`config.mk`:
```
export PLATFORM = sky130hd
export DESIGN_NAME = usbf_cdc_chan_arb
export DESIGN_NICKNAME = d
export VERILOG_FILES = /design/src/rtl/usbf_cdc_chan_arb.sv
export SDC_FILE = /design/constraint.sdc
export NUM_CORES = 1
export LEC_CHECK = 0
export CORE_MARGIN = 10
export CORE_UTILIZATION = 43
export DETAILED_ROUTE_END_ITERATION = 10
export HOLD_SLACK_MARGIN = 0.1
export PLACE_DENSITY = 0.8
export SYNTH_ARGS = -nofsm -noshare
export SYNTH_HDL_FRONTEND = slang
export SYNTH_SLANG_ARGS = --single-unit
```
`constraint.sdc`:
```
create_clock -name clk -period 2.48 [get_ports clk]
set_clock_uncertainty 0.2 [all_clocks]
set_input_delay 0.496 -clock clk [delete_from_list [all_inputs] [get_ports clk]]
set_output_delay 0.496 -clock clk [all_outputs]
set_load 0.01 [all_outputs]
```
`src/rtl/usbf_cdc_chan_arb.sv`:
```
// Source-side round-robin arbiter and sequencer for one toggle-handshake CDC channel.
// Captures the winner's data/ID, flips ch_tgl, then waits for the matching ack toggle.
module usbf_cdc_chan_arb #(
  parameter int NREQ  = 4,
  parameter int DW    = 8,
  parameter int IDW   = 2,
  parameter int TMO_W = 8
) (
  input  logic                clk,
  input  logic                rst_n,
  input  logic [NREQ-1:0]     req,
  input  logic [NREQ*DW-1:0]  req_data,
  output logic [NREQ-1:0]     gnt,
  output logic                ch_tgl,
  output logic [DW-1:0]       ch_data,
  output logic [IDW-1:0]      ch_id,
  input  logic                ch_ack_tgl,
  output logic                busy,
  output logic                tmo_err,
  input  logic                tmo_clr
);

  localparam logic [0:0] S_IDLE     = 1'b0;
  localparam logic [0:0] S_WAIT_ACK = 1'b1;
  localparam int         CW         = IDW + 1;

  logic [0:0]       state_q, state_d;
  logic [IDW-1:0]   ptr_q, ptr_d;
  logic [TMO_W-1:0] cnt_q, cnt_d;
  logic [NREQ-1:0]  gnt_q, gnt_d;
  logic             tgl_q, tgl_d;
  logic [DW-1:0]    data_q, data_d;
  logic [IDW-1:0]   id_q, id_d;
  logic             tmo_q, tmo_d;

  logic             free_s;
  logic             found_s;
  logic [IDW-1:0]   win_s;
  logic [CW-1:0]    idx_s;
  logic [CW-1:0]    nxt_s;
  logic             tmo_set_s;

  assign free_s = (ch_ack_tgl == tgl_q);

  // Search ptr, ptr+1, ... with an explicit wrap so non-power-of-2 NREQ works.
  always_comb begin
    found_s = 1'b0;
    win_s   = '0;
    idx_s   = '0;
    for (int k = 0; k < NREQ; k++) begin
      idx_s = {1'b0, ptr_q} + CW'(k);
      if (idx_s >= CW'(NREQ)) begin
        idx_s = idx_s - CW'(NREQ);
      end else begin
        idx_s = idx_s;
      end
      if (!found_s && req[idx_s[IDW-1:0]]) begin
        found_s = 1'b1;
        win_s   = idx_s[IDW-1:0];
      end else begin
        found_s = found_s;
      end
    end
  end

  assign nxt_s     = {1'b0, win_s} + CW'(1);
  assign tmo_set_s = (state_q == S_WAIT_ACK) && !free_s && (cnt_q == {TMO_W{1'b1}});

  // Next-state logic for the grant/handshake sequencer.
  always_comb begin
    state_d = state_q;
    ptr_d   = ptr_q;
    cnt_d   = cnt_q;
    gnt_d   = '0;
    tgl_d   = tgl_q;
    data_d  = data_q;
    id_d    = id_q;
    case (state_q)
      S_IDLE: begin
        if (free_s && found_s) begin
          data_d  = req_data[win_s*DW +: DW];
          id_d    = win_s;
          tgl_d   = ~tgl_q;
          gnt_d   = {{(NREQ-1){1'b0}}, 1'b1} << win_s;
          cnt_d   = '0;
          ptr_d   = (nxt_s == CW'(NREQ)) ? '0 : nxt_s[IDW-1:0];
          state_d = S_WAIT_ACK;
        end else begin
          state_d = S_IDLE;
        end
      end
      S_WAIT_ACK: begin
        if (free_s) begin
          state_d = S_IDLE;
        end else if (cnt_q != {TMO_W{1'b1}}) begin
          cnt_d = cnt_q + {{(TMO_W-1){1'b0}}, 1'b1};
        end else begin
          cnt_d = cnt_q;
        end
      end
      default: begin
        state_d = S_IDLE;
      end
    endcase

    // Set beats clear so a held tmo_clr cannot hide a still-stalled handshake.
    if (tmo_set_s) begin
      tmo_d = 1'b1;
    end else if (tmo_clr) begin
      tmo_d = 1'b0;
    end else begin
      tmo_d = tmo_q;
    end
  end

  // State and output registers with synchronous active-low reset.
  always_ff @(posedge clk) begin
    if (!rst_n) begin
      state_q <= S_IDLE;
      ptr_q   <= '0;
      cnt_q   <= '0;
      gnt_q   <= '0;
      tgl_q   <= 1'b0;
      data_q  <= '0;
      id_q    <= '0;
      tmo_q   <= 1'b0;
    end else begin
      state_q <= state_d;
      ptr_q   <= ptr_d;
      cnt_q   <= cnt_d;
      gnt_q   <= gnt_d;
      tgl_q   <= tgl_d;
      data_q  <= data_d;
      id_q    <= id_d;
      tmo_q   <= tmo_d;
    end
  end

  assign gnt     = gnt_q;
  assign ch_tgl  = tgl_q;
  assign ch_data = data_q;
  assign ch_id   = id_q;
  assign busy    = (state_q == S_WAIT_ACK);
  assign tmo_err = tmo_q;

endmodule
```
==> results of run 1 <==
==> sequential cells by signal (all words and copies together), names as in the netlist <==
name / flops
cnt_q: 8
tmo_err: 1
ch_data: 8
ch_tgl: 1
gnt: 4
busy: 1
ptr_q: 2
ch_id: 2
==> path summary, 6_finish.rpt <==
check | to | slack [ns] | cells after the start
worst max-delay path | gnt[3] | 0.26 | 7
worst min-delay path | ch_id[1] | 0.27 | 2
worst max register to register | cnt_q[0] | 0.46 | 6
worst min register to register | ch_id[1] | 0.27 | 2
==> layer usage <==
metal	global-route usage, %	share of wire [%]	vias to the layer above	wire length (um)
met2	23.6	53	40	2120
li1	-	-	654	-
met5	0	0	-	0
met1	14.4	41	622	1640
met3	2.21	4.3	4	172
met4	4.01	1.1	0	42
==> per-stage QoR <==
stage | total power [uW] | worst slack, ns
global route | 1810 | 0.163
detailed placement | 1530 | -0.0719
CTS | 1720 | 0.275
floorplan | 1140 | 0.589
finish | 1700 | 0.258
global placement | 1500 | 0.0234
==> final cells by class <==
cell class / count / share of cell area [%]
well taps: 44 / 2.62
inverters: 6 / 1.07
repair buffers: 65 / 31.1
multi-input cells: 106 / 38.0
clock inverters: 1 / 0.358
clock buffers: 3 / 1.07
flip-flops and latches: 27 / 25.7
==> report_power, final <==
group | internal, uW | switching (uW)
combinational | 479 | 423
clock | 61.6 | 128
sequential | 534 | 78.4
total | 1070 | 629
==> cells in the final DEF, fill, tap and decap left out, drive strengths merged, types with 2 or more instances in the layout <==
master and count:
a21oi 8, inv 6, xnor2 8, nand2b 2, a211oi 5, o32ai 2
or3 2, o221ai 8, mux2i 16, nand3 14, dfxtp 27, nand2 8
clkdlybuf4s50 56, clkbuf 3, buf 9, nor2 17
==> worst reg2reg max path: stages, from the launching register on <==
cell	delay [ns]
dfxtp_1	0.43
ha_1	0.25
nand2_1	0.12
o311ai_4	0.52
nand2_2	0.11
mux2_4	0.28
nor2_2	0.07
==> cell families (layout without fill, tap and decap cells) <==
kind of cell / after synthesis / in the layout / synth area share [%]
multiplexers: 17 / 17 / 12.4
buffers and inverters: 12 / 75 / 4.89
XOR/XNOR: 9 / 9 / 6.13
AND/OR/NAND/NOR: 50 / 50 / 18.0
AO/OA/AOI/OAI: 29 / 29 / 19.2
adder cells (fa/ha/maj): 1 / 1 / 0.889
flip-flops: 27 / 27 / 38.4
==> metrics.md, run 1 <==
| Metric | Value |
|---|---|
| Fmax | between 400 and 500 MHz |
| Post-Route WL | between 3000 and 4000 um |
| Endpoints failing hold | 0 |
| CP max-delay cell | clkdlybuf4s50_1 |
| Initial antenna violation count | 0 |
| Fin crit share | roughly nine tenths |
| Die extent in y | approximately 77 um |
| Clock sink count | 27 |
| Grt total ovfl | 0 |
| Register area share after synthesis | between 30% and 40% |
| Post-Synthesis Cells | approximately 150 |
| Pin count of the biggest net entering global routing | 25 |
| Row count | 20 |
| Hold path startpoint | ch_id[1] |
| Worst-path cell chain | clkdlybuf4s50_1 -> inv_1 -> a21o_1 -> a211o_1 -> buf_12 -> or3_1 -> nor2_1 |
| Final instance area | around 2100 um^2 |
| Mapped Area | between 1000 and 1500 um^2 |
| Die Wd | 77.2 um |
| DRT Pass-1 Iters | 4 |
| Cell family contributing the most delay on the critical path | buffers and inverters |
| Synthesis warning total | 0 |
| VDD IR max | ~0.30 mV |
| Post-DP HPWL | 3230 um |
| Num CTS Buffers | 3 |
| CP arrival | about 2.3 ns |
| Max-cap violations | 0 |
| Initial core utilization | a little under half |
| Area growth, synth to finish | 49.2% |
| Vias in the first global route | roughly 1400 |
| Vias post-DR | 1320 |
| CTS H-tree depth | 1 |
| Avg Cell Area, Syn | 9.71 um^2 |
| Power Density | around 810 nW/um^2 |
| Crit end category | register |
| Buf+Inv Stages, Crit Path | 3 |
| Synth top area share | 38.4% |
| CP Class | in2reg |
| Storage cell area | 541 um^2 |
| Final ANT Viol Nets | 0 |
| Non-Filler Instances | roughly 250 |
| Global-route usage over all layers | 12.8% |
| CP Max Fanout | 21 |
| Number of port buffers | 56 |
| Outcome | complete, no violations |
| Clk slew on worst S/H paths | approximately 0.15 ns |
| Clock root buffer | clkbuf_4 |
| Reg-to-Reg Start | cnt_q[0] |
| Longest Clk Path Bufs | 2 |
| Area contributors post-synth | dfxtp_1 (38%), mux2i_1 (11%), nand3_1 (5.0%) |
| Global-route wire length before repair | 6540 um |
| Cell taking the most area after synthesis | dfxtp_1 |
| Synthesized Nets | roughly 190 |
| Drt wl/cell | around 16 um |
| Post-Place Cell Area | 2070 um^2 |
| Ys flop type | dfxtp_1 |
| Die ar. | a little under 6000 um^2 |
| CP Launch Point | req[3] |
| Ports | 57 |
| EDFF count, synth | 0 |
| Post-layout util | 67.7% |
| Clk_lat worst skew | between 0.3 and 0.4 ns |
| CTS tree | done |
| Hold_buf cts | 0 |
| Nets | 250 |
| Most common library cells after synthesis | dfxtp_1 (27), mux2i_1 (16), nor2_1 (16) |
| Final setup violating endpoints | 0 |
| WHS | 0.266 ns |
| Multi-input logic area | 798 um^2 |
| DR DRC count | 0 |
| DRT iter0 DRCs | 46 |
| Fin crit period | 2.22 ns |
| Routability cong. | between 0.7 and 0.8 |
| FF+latch count, synth | 27 |
| Async S/R FF share, synth | 0% |
| Max-slew violation count | 0 |
| Slew HR | 61.2% |
| Crit path launch type | primary input |
| Placed Instances | between 200 and 250 |
| Class of the worst hold path | reg2reg |
| Leakage | approximately 0.00081 uW |
| Post-cts sizing count | 0 |
| Layout cells sized above 1 | roughly 14% |
| Filler cells | around 290 |
| Post-CTS setup buffer count | 0 |
| Worst slew pin tran | a little under 0.6 ns |
| RSZ-0062 raised after global routing | false |
| WP data required | 2.55 ns |
| Antenna Cells | 0 |
| Largest stage delay on the critical path | approximately 0.58 ns |
| Top-count cell post-synth | dfxtp_1 |
| Synth unique cells | 38 |
| DR vias/cell | approximately 5.2 |
| Fin Setup TNS | 0 ns |
| CORE AREA | slightly above 3000 um^2 |
(Power assumes the default switching activity.)
==> inputs of run 2 (changes only) <==
Settings changed: TNS_END_PERCENT from default to 1.
==> results of run 2 <==
The final DEF is identical to that of run 1; final timing and power are the same.
==> inputs of run 3 (changes only) <==
Settings changed: HOLD_SLACK_MARGIN 0.1 to 0.02.
==> results of run 3 <==
The final DEF is identical to that of run 1; final timing and power are the same.
